**config.mk**
```make
export PLATFORM = sky130hd
export DESIGN_NAME = filter_run_ctrl
export DESIGN_NICKNAME = d
export VERILOG_FILES = /design/src/rtl/filter_run_ctrl.sv
export SDC_FILE = /design/constraint.sdc
export NUM_CORES = 1
export LEC_CHECK = 0
export ABC_AREA = 1
export BUFFER_PORTS_ARGS = -buffer_cell sky130_fd_sc_hd__clkbuf_2
export CORE_UTILIZATION = 40
export CTS_BUF_LIST = sky130_fd_sc_hd__clkbuf_4 sky130_fd_sc_hd__clkbuf_8
export DETAILED_ROUTE_END_ITERATION = 12
export SLEW_MARGIN = 20
export SYNTH_ARGS = -nofsm -noshare
export SYNTH_HDL_FRONTEND = slang
export SYNTH_HIERARCHICAL = 1
export SYNTH_SLANG_ARGS = --single-unit
export TNS_END_PERCENT = 100
```
**constraint.sdc**
```tcl
create_clock -name CLK -period 1.45 [get_ports CLK]
set_input_delay 0.29 -clock CLK [delete_from_list [all_inputs] [get_ports CLK]]
set_output_delay 0.29 -clock CLK [all_outputs]
set_load 0.02 [all_outputs]
```
**src/rtl/filter_run_ctrl.sv**
```systemverilog
// filter_run_ctrl: debounces four kernel-select buttons, queues the latest
// request, and sequences the filter processor through a frame-aligned
// reset/arm/run/done cycle using the selected kernel.

// Per-button conditioner: 2-flop synchronizer, saturating low-level counter,
// and a one-cycle press pulse on the cycle the counter first saturates.
module filter_run_ctrl_deb #(
  parameter int DEB_CYCLES = 4
) (
  input  logic CLK,
  input  logic reset,
  input  logic btn_n,
  output logic press
);
  localparam int            CW      = $clog2(DEB_CYCLES + 1);
  localparam logic [CW-1:0] DEB_MAX = CW'(DEB_CYCLES);

  logic [1:0]    sync;
  logic [CW-1:0] cnt;

  // Synchronizer resets to the released level so reset never looks like a press.
  // The pulse fires only on the increment that lands on DEB_MAX, so a held
  // button sits saturated and produces nothing further.
  always_ff @(posedge CLK) begin
    if (reset) begin
      sync  <= 2'b11;
      cnt   <= '0;
      press <= 1'b0;
    end else begin
      sync  <= {sync[0], btn_n};
      press <= 1'b0;
      if (sync[1]) begin
        cnt <= '0;
      end else if (cnt != DEB_MAX) begin
        cnt   <= cnt + 1'b1;
        press <= (cnt == DEB_MAX - 1'b1);
      end
    end
  end
endmodule

module filter_run_ctrl #(
  parameter int          DEB_CYCLES = 4,
  parameter int          ARM_CYCLES = 4,
  parameter logic [31:0] END_PC     = 32'h0000_0100
) (
  input  logic        CLK,
  input  logic        reset,
  input  logic        kernel1,
  input  logic        kernel2,
  input  logic        kernel3,
  input  logic        identity,
  input  logic        frame_start,
  input  logic [31:0] PC,
  output logic [1:0]  kernel,
  output logic        proc_reset,
  output logic        proc_en,
  output logic        busy,
  output logic        done
);
  localparam int            NUM_BTN  = 4;
  localparam int            AW       = (ARM_CYCLES > 1) ? $clog2(ARM_CYCLES) : 1;
  localparam logic [AW-1:0] ARM_LOAD = AW'(ARM_CYCLES - 1);

  typedef enum logic [2:0] {IDLE, WAIT_FRAME, ARM, RUN, DONE} state_t;

  typedef struct packed {
    logic       vld;
    logic [1:0] kernel;
  } req_t;

  typedef struct packed {
    logic proc_reset;
    logic proc_en;
    logic busy;
    logic done;
  } out_t;

  // Button index doubles as the kernel encoding; lower index wins ties.
  logic [NUM_BTN-1:0] btn_n;
  logic [NUM_BTN-1:0] press;
  logic               evt_vld;
  logic [1:0]         evt_kernel;

  state_t         state, state_nxt;
  req_t           pend;
  logic [AW-1:0]  arm_cnt;
  logic           take;
  out_t           out_nxt;

  assign btn_n = {identity, kernel3, kernel2, kernel1};

  genvar g;
  generate
    for (g = 0; g < NUM_BTN; g++) begin : g_deb
      filter_run_ctrl_deb #(.DEB_CYCLES(DEB_CYCLES)) u_deb (
        .CLK   (CLK),
        .reset (reset),
        .btn_n (btn_n[g]),
        .press (press[g])
      );
    end
  endgenerate

  // Priority encode simultaneous presses: kernel1 > kernel2 > kernel3 > identity.
  always_comb begin
    evt_vld    = |press;
    evt_kernel = 2'd0;
    for (int i = NUM_BTN - 1; i >= 0; i--)
      if (press[i]) evt_kernel = 2'(i);
  end

  assign take = (state == WAIT_FRAME) && frame_start;

  // State register plus the request queue, arm counter and kernel latch.
  // A press coinciding with the frame-aligned take is the newest request,
  // so it is the one launched.
  always_ff @(posedge CLK) begin
    if (reset) begin
      state   <= IDLE;
      pend    <= '0;
      arm_cnt <= '0;
      kernel  <= 2'd0;
    end else begin
      state <= state_nxt;
      if (take) begin
        pend.vld <= 1'b0;
        kernel   <= evt_vld ? evt_kernel : pend.kernel;
        arm_cnt  <= ARM_LOAD;
      end else begin
        if (evt_vld) pend <= '{vld: 1'b1, kernel: evt_kernel};
        if (state == ARM && arm_cnt != '0) arm_cnt <= arm_cnt - 1'b1;
      end
    end
  end

  // Next-state logic; frame_start only matters while waiting for a frame.
  always_comb begin
    state_nxt = state;
    case (state)
      IDLE, DONE: if (pend.vld)        state_nxt = WAIT_FRAME;
      WAIT_FRAME: if (frame_start)     state_nxt = ARM;
      ARM:        if (arm_cnt == '0)   state_nxt = RUN;
      RUN:        if (PC == END_PC)    state_nxt = DONE;
      default:                         state_nxt = IDLE;
    endcase
  end

  // Output decode from the next state so the registered outputs track state.
  always_comb begin
    out_nxt            = '0;
    out_nxt.proc_reset = (state_nxt == IDLE) || (state_nxt == WAIT_FRAME) ||
                         (state_nxt == ARM);
    out_nxt.proc_en    = (state_nxt == RUN);
    out_nxt.busy       = (state_nxt == ARM) || (state_nxt == RUN);
    out_nxt.done       = (state_nxt == DONE);
  end

  // Output registers; reset holds the processor in reset.
  always_ff @(posedge CLK) begin
    if (reset) begin
      proc_reset <= 1'b1;
      proc_en    <= 1'b0;
      busy       <= 1'b0;
      done       <= 1'b0;
    end else begin
      proc_reset <= out_nxt.proc_reset;
      proc_en    <= out_nxt.proc_en;
      busy       <= out_nxt.busy;
      done       <= out_nxt.done;
    end
  end
endmodule

```
## Yosys cells after proc, flatten, opt, wreduce, memory -nomap -nowiden

Cells that the tools add are included.

- Register bits: 38
- Bits of input ports: 39
- Word-level logic and storage cells: 82

- $add $sub $neg: 5
- Equal/unequal tests: 17
- Multiplexer cells: 12
- Bitwise operators: 5
- Reduce and logical (&&, ||, !) cells: 22

Operators with widths:

| operator | count |
|---|---|
| $eq A32 B9 Y1 const B | 1 |
| $eq A3 B2 Y1 const B | 8 |
| $mux W2 | 7 |
| $add A3 B1 Y3 const B | 4 |
| $mux W3 | 4 |
| $ne A3 B3 Y1 const B | 4 |
| $pmux W3 S4 | 1 |
| $reduce_or A2 Y1 | 6 |
| $reduce_or A3 Y1 | 4 |
| $eq A3 B1 Y1 const B | 2 |
| $eq A3 B3 Y1 const B | 2 |
| $logic_not A3 Y1 | 2 |
| $not A1 Y1 | 5 |
| $reduce_bool A2 Y1 | 2 |
| $reduce_or A4 Y1 | 1 |
| $logic_or A1 B1 Y1 | 3 |
| $logic_and A1 B1 Y1 | 2 |
| $logic_not A2 Y1 | 1 |
| $reduce_and A2 Y1 | 1 |
| $sub A2 B1 Y2 const B | 1 |

## Logic depth before layout (Yosys ltp)

Gate-level depths: netlist (run 1).

- Depth in word-level cells: 6
- Mapped depth: 9
- Gate-level depth less buffers: 9

## Cells and area by module

The synthesis (run 1) kept the hierarchy.

By module, submodules not included:

| module | times used | cells an instance | area each (µm²) |
|---|---|---|---|
| filter_run_ctrl_deb | 4 | 29 | 254.0 |
| filter_run_ctrl | 1 | 134 | 819.5 |

## Least setup slack after synthesis (run 1)

OpenSTA, ideal clock, no wires.

- Kind: reg2reg
- Start: register state[0]
- End: register arm_cnt[0]
- Library setup time: 0.119 ns
- Arrival time: 1.034 ns
- Slack: 0.296 ns
- Stages on the path, launching flop included: 6
- Buffers on the path: 0
- Clock period less this slack: 1.154 ns
- Path through: dfxtp_1 nor3_2 inv_2 or2_4 o21ai_0 a21oi_1

- Word-level cells in the longest chain between the ends: 3
- Elaborated cells on any way between the ends: 6
- Those cells by class: eq/ne (2); mux (1); reduce/logical (3)

Ends and longest elaborated chain:

| item | RTL line | RTL |
|---|---|---|
| from (decl) | 85 | `state_t state, state_nxt;` |
| from (signal assigned) | 125 | `state <= state_nxt;` |
| $eq A3 B1 Y1 or $eq A3 B2 Y1 (tied branches) | 113, 132 |  |
| $logic_and A1 B1 Y1, on equally long branches | 113, 132 |  |
| $mux W2 or $reduce_bool A2 Y1 (tied branches) | -- |  |
| to (signal assigned) | 132 | `if (state == ARM && arm_cnt != '0) arm_cnt <= arm_cnt - 1'b1;` |
| to (decl) | 87 | `logic [AW-1:0] arm_cnt;` |

Several ways; a longest one is shown, not always the timed one.
A chain may end at the register's enable or synchronous reset.

## Worst setup path after layout (run 1)

- Start: register state[1]
- End: register arm_cnt[0]

Same word-level chain as after synthesis.

==> results of run 1 <==
==> Yosys cell counts, types with 3 or more instances <==
cell     number
dfxtp_1      38
nand2_1      47
inv_1        39
and3_2        4
o21ai_0       4
nor2_4        4
nand2_2       5
ha_1         13
and2_1        3
nor2_1       49
or2_2         8
a21oi_1      14
nand3_1       8
==> final timing paths <==
| path | depth (start not counted) | endpoint | start | slack, ns |
|---|---|---|---|---|
| worst max register to register | 6 | arm_cnt[0]$_SDFFE_PP0P_ | state[1]$_SDFF_PP0_ | 0.20 |
| worst min register to register | 1 | g_deb[0].u_deb/sync[1]$_SDFF_PP1_ | g_deb[0].u_deb/sync[0]$_SDFF_PP1_ | 0.41 |
| worst max-delay path | 6 | arm_cnt[0]$_SDFFE_PP0P_ | state[1]$_SDFF_PP0_ | 0.20 |
| worst min-delay path | 2 | g_deb[3].u_deb/sync[0]$_SDFF_PP1_ | identity | 0.18 |
==> metal layers <==
layer  part of all wire, %  vias up  wire (µm)  track usage, %
li1                      -      882          -               -
met2                    45       28       1380            26.5
met5                     0        -          0               0
met4                   2.0        0         63            7.33
met1                    48      658       1500            15.4
met3                   4.9        8        151            4.94
==> what timing repair did <==
action	CTS	global route
hold endpoints to repair	0	0
setup buffers	0	0
endpoints found under the setup margin	0	1
==> cell families after synthesis <==
| kind of cell | after synthesis | synth area share (%) |
|---|---|---|
| adders and majority gates | 13 | 8.86 |
| buffers and inverters | 42 | 8.59 |
| AOI/OAI and AO/OA | 25 | 8.04 |
| DFF | 38 | 41.4 |
| and+or+nand+nor | 132 | 33.1 |
==> sequential cells by signal, summed over array words and instances (netlist names) <==
name,count
proc_reset,1
state,3
proc_en,1
g_deb.u_deb/cnt,12
done,1
busy,1
arm_cnt,2
g_deb.u_deb/press,4
pend,3
kernel,2
g_deb.u_deb/sync,8
==> power groups by stage <==
stage | clock, W | sequential (W) | combinational [W]
after global placement | 0 | 0.00109 | 0.000129
after floorplan | 0 | 0.00109 | 0.0000589
after global routing | 0.000780 | 0.00106 | 0.000149
final | 0.000699 | 0.00106 | 0.000129
after CTS | 0.000738 | 0.00106 | 0.000131
after detailed placement | 0 | 0.00109 | 0.000130
==> area by class of cell <==
class	instances	area share (%)
Tap cell	52	2.94
Inverter	41	6.95
Sequential cell	38	34.3
Timing Repair Buffer	46	10.6
Multi-Input combinational cell	170	41.4
Clock buffer	7	3.78
==> worst max-delay path: stages (launching register included) <==
cell	delay, ns
dfxtp_1	0.36
inv_1	0.09
nor3_2	0.19
inv_2	0.07
or2_4	0.24
o21ai_0	0.14
a21oi_1	0.05
==> per-stage QoR <==
step / utilization (%) / setup WS, ns / hold WS (ns)
CTS: 50.5 / 0.195 / 0.173
detailed placement: 48.6 / 0.156 / 0.394
finish: 50.5 / 0.204 / 0.183
floorplan: - / 0.296 / 0.389
global placement: 48.6 / 0.203 / 0.392
global route: 50.5 / 0.00910 / 0.170
==> metrics.txt, run 1 <==
status=finished clean; peak supply drop=approximately 0.59 mV; Pint=0.00149 W; clk_skew=between 0.002 and 0.0025 ns; combinational group share of total power=between 6 and 7%; Final Net Count=roughly 350; sequential fraction of design power=a little under three fifths; syn_nets=~300; PortBufs=44; largest net degree at the start of global routing=11; DRC errors left=0; Vias/cell=approximately 4.5; Max-slew headroom=76.9%; CTS tree=built; placed cell areas=2130 µm²; post-synth top area share=between 40 and 50%; Die ar.=4860 µm²; Layout Cells excl Fill=between 300 and 400; number of placed cells counting well taps=347; gr ovfl total=0; Mapped Cells=between 200 and 300; Crit Path Max Fanout=3; WL/cell=between 8 and 9 µm; # rows=24; synth top area cells=dfxtp_1 (41%), nor2_1 (10%), nand2_1 (9.6%); Layout area overhead=20.7%; Final Max Tran Viols=0; Ports=45; area of the multi-input gates=917 µm²; area leader, netlist=dfxtp_1; most frequent cells in the layout=nor2_1 (49), nand2_1 (47), clkbuf_2 (44), inv_1 (39), dfxtp_1 (38); Switching Share=21.1%; Crit. End Element=register; Synth Cell Area=around 1800 µm²; Initial Util=a little over two fifths; clock sinks=38; Num CTS Buffers=5; sum of negative setup slack=0 ns; final instance area=about 2200 µm²; Mapped Avg Cell Area=7.34 µm²; Seq/Total Area, Yosys=between 40% and 50%; Routed WL=3090 µm; Post-synth EDFFs=0; global-route usage over all layers=14.8%; RSZ-0062 raised after global routing=no; Sw Pwr=~0.00040 W; via count=around 1.6k; post-CTS sizing=0; layout cell share with drive strength beyond 1=between 20% and 30%; register area=around 760 µm²; max-cap viol count=0; first-pass GRT wire length=around 5900 µm; Netlist cell types=24; worst setup path category=reg2reg; cts hold-fix bufs=0; Top FF cell, synth=dfxtp_1; Slew @ Worst Pin=between 0.3 and 0.4 ns; Final Hold Viols=0; CP Data Arrival Time=roughly 1.4 ns; area of the core=roughly 4400 µm²; H-tree depth=2; Final Setup Violations=0; Period minus WS final=1.25 ns; initial antenna violation count=0; Synth warnings=6; Tcrit/Tclk final=between 80 and 90%; gpl congestion=~0.76; worst min-delay path category=in2reg; Clock Pin Slew Worst Setup and Hold Paths=around 0.070 ns; Pwr Total=0.00189 W; clk buf depth=2; clock root cell=clkbuf_8; FMAX=between 800 and 900 MHz; clock share of power=between 30% and 40%; Startpoint Class=register; ANT cells=0; most common cell after layout, fill and taps aside=nor2_1; LEAKAGE=approximately 1.1 nW; Yosys reg bits=38; Clock Latency Late Sink=0.29 ns; post-DP HPWL=approximately 2500 µm; CP required=1.63 ns; PD cells=854 nW/µm²; ys async rst share=0%; Antenna Violating Nets Remaining=0; number of global-route vias before repair=1558; chip height=around 70 µm; First-pass DRT Iterations=4; fill count=around 430; die boundary width=between 60 and 70 µm; initial DRC count=60
Note: power is estimated with default switching activity, not from simulation.
==> inputs of run 2 (changes only) <==
- SETUP_SLACK_MARGIN: default -> 0.4
==> metrics.txt, run 2 (synthesized netlist as in run 1, its figures left out) <==
clock sinks=38; area of the multi-input gates=about 1000 µm²; Vias/cell=4.51; clk buf depth=2; most frequent cells in the layout=nor2_1 (48), nand2_1 (46), clkbuf_2 (38), inv_1 (35), dfxtp_1 (21); initial DRC count=70; max-cap viol count=0; clock root cell=clkbuf_8; WL/cell=between 9 and 10 µm; PortBufs=between 40 and 50; status=finished clean; Final Net Count=~360; LEAKAGE=1.17 nW; biggest regs=g_deb.u_deb/cnt: 12 flops, g_deb.u_deb/sync: 8 flops, g_deb.u_deb/press: 4 flops; CTS tree=built; Pwr Total=0.00196 W; Clock Latency Late Sink=0.29 ns; FMAX=just under 900 MHz; Antenna Violating Nets Remaining=0; largest net degree at the start of global routing=12; Num CTS Buffers=5; worst setup path category=reg2reg; number of global-route vias before repair=about 1.6k; Hold Crit Start=identity; Slew @ Worst Pin=0.316 ns; layout cell share with drive strength beyond 1=39.6%; via count=roughly 1.6k; cts hold-fix bufs=0; WHS=between 0.15 and 0.2 ns; Tcrit/Tclk final=between 70 and 80%; most common cell after layout, fill and taps aside=nor2_1; max reg flops=12; Largest Register=g_deb.u_deb/cnt; placed cell areas=approximately 2100 µm²; Routed WL=between 3000 and 4000 µm; CP required=roughly 1.6 ns; FF-to-FF setup slack=between 0.3 and 0.4 ns; area of the core=4380 µm²; Startpoint Class=register; # rows=24; Die ar.=between 4000 and 5000 µm²; H-tree depth=2; Crit Path Max Fanout=3; Final Max Tran Viols=0; Ports=45; peak supply drop=between 0.4 and 0.5 mV; CP Data Arrival Time=1.32 ns; Final Hold Viols=0; initial antenna violation count=0; r2r endpoint=state[0]$_SDFF_PP0_; clk_skew=about 0.0049 ns; gr ovfl total=0; ANT cells=0; final instance area=2450 µm²; post-DP HPWL=2410 µm; DRC errors left=0; Crit. End Element=register; sum of negative setup slack=0 ns; global-route usage over all layers=15.3%; Clock Pin Slew Worst Setup and Hold Paths=~0.070 ns; Final Setup Violations=0; gpl congestion=0.757; Worst Hold Path EP=g_deb[3].u_deb/sync[0]$_SDFF_PP1_; Initial Util=a little over two fifths; RSZ-0062 raised after global routing=yes; first-pass GRT wire length=6000 µm; die boundary width=about 70 µm; Period minus WS final=between 1 and 1.5 ns; fill count=420; r2r worst-path depth=6; hold depth=2; First-pass DRT Iterations=2; FF-to-FF Start=state[1]$_SDFF_PP0_; worst min-delay path category=in2reg; register area=785 µm²; Layout area overhead=33.4%; Max-slew headroom=slightly below 80%; PD cells=799 nW/µm²; chip height=around 70 µm
==> run 2: routing by layer <==
layer | vias up | part of all wire, % | track usage [%]
met5 | - | 0 | 0
met4 | 0 | 1.8 | 7.56
met3 | 6 | 4.8 | 5.38
met2 | 27 | 48 | 27.2
met1 | 697 | 45 | 16.0
li1 | 894 | - | -
==> run 2: worst max path at each step <==
stage | from | depth (start not counted) | end
after CTS | state[0]$_SDFF_PP0_ | 5 | arm_cnt[1]$_SDFFE_PP0P_
after detailed placement | PC[25] | 9 | proc_reset$_SDFF_PP1_
after global placement | PC[17] | 9 | proc_reset$_SDFF_PP1_
after global routing | state[0]$_SDFF_PP0_ | 6 | arm_cnt[1]$_SDFFE_PP0P_
after floorplan | state[1]$_SDFF_PP0_ | 6 | arm_cnt[0]$_SDFFE_PP0P_
final | state[1]$_SDFF_PP0_ | 6 | state[0]$_SDFF_PP0_
==> run 2: repair_timing <==
action | in CTS | in global routing
pin swaps | 4 | 5
gates resized for setup | 23 | 36
endpoints found under the setup margin | 16 | 31
buffers inserted | 4 | 1
==> run 2: metrics by stage <==
step | instances | worst slack [ns] | utilization (%)
floorplan | 250 | 0.328 | -
global placement | 347 | 0.222 | 48.8
detailed placement | 347 | 0.184 | 48.8
CTS | 359 | 0.323 | 53.4
global route | 360 | 0.213 | 55.9
finish | 360 | 0.303 | 55.9
==> run 2: worst max-delay path: stages, from the launching register on <==
cell      delay, ns
dfxtp_2        0.33
inv_2          0.09
nor3_4         0.05
buf_4          0.13
buf_6          0.11
a221oi_4       0.25
a21oi_2        0.08
==> run 2: cell type report <==
| class | instances | area share (%) |
|---|---|---|
| multi-input combinational | 170 | 41.4 |
| inverter | 41 | 6.29 |
| tap | 52 | 2.66 |
| clock inverter | 1 | 0.204 |
| sequential | 38 | 32.0 |
| clock buffer | 7 | 3.68 |
| timing repair buffer | 51 | 13.7 |
==> run 2: power by group <==
part           leakage, nW  internal, W  switching (W)
clock network       0.0517     0.000402       0.000358
registers            0.316      0.00106     0.00000639
logic                0.804    0.0000700      0.0000636
total                 1.17      0.00153       0.000428
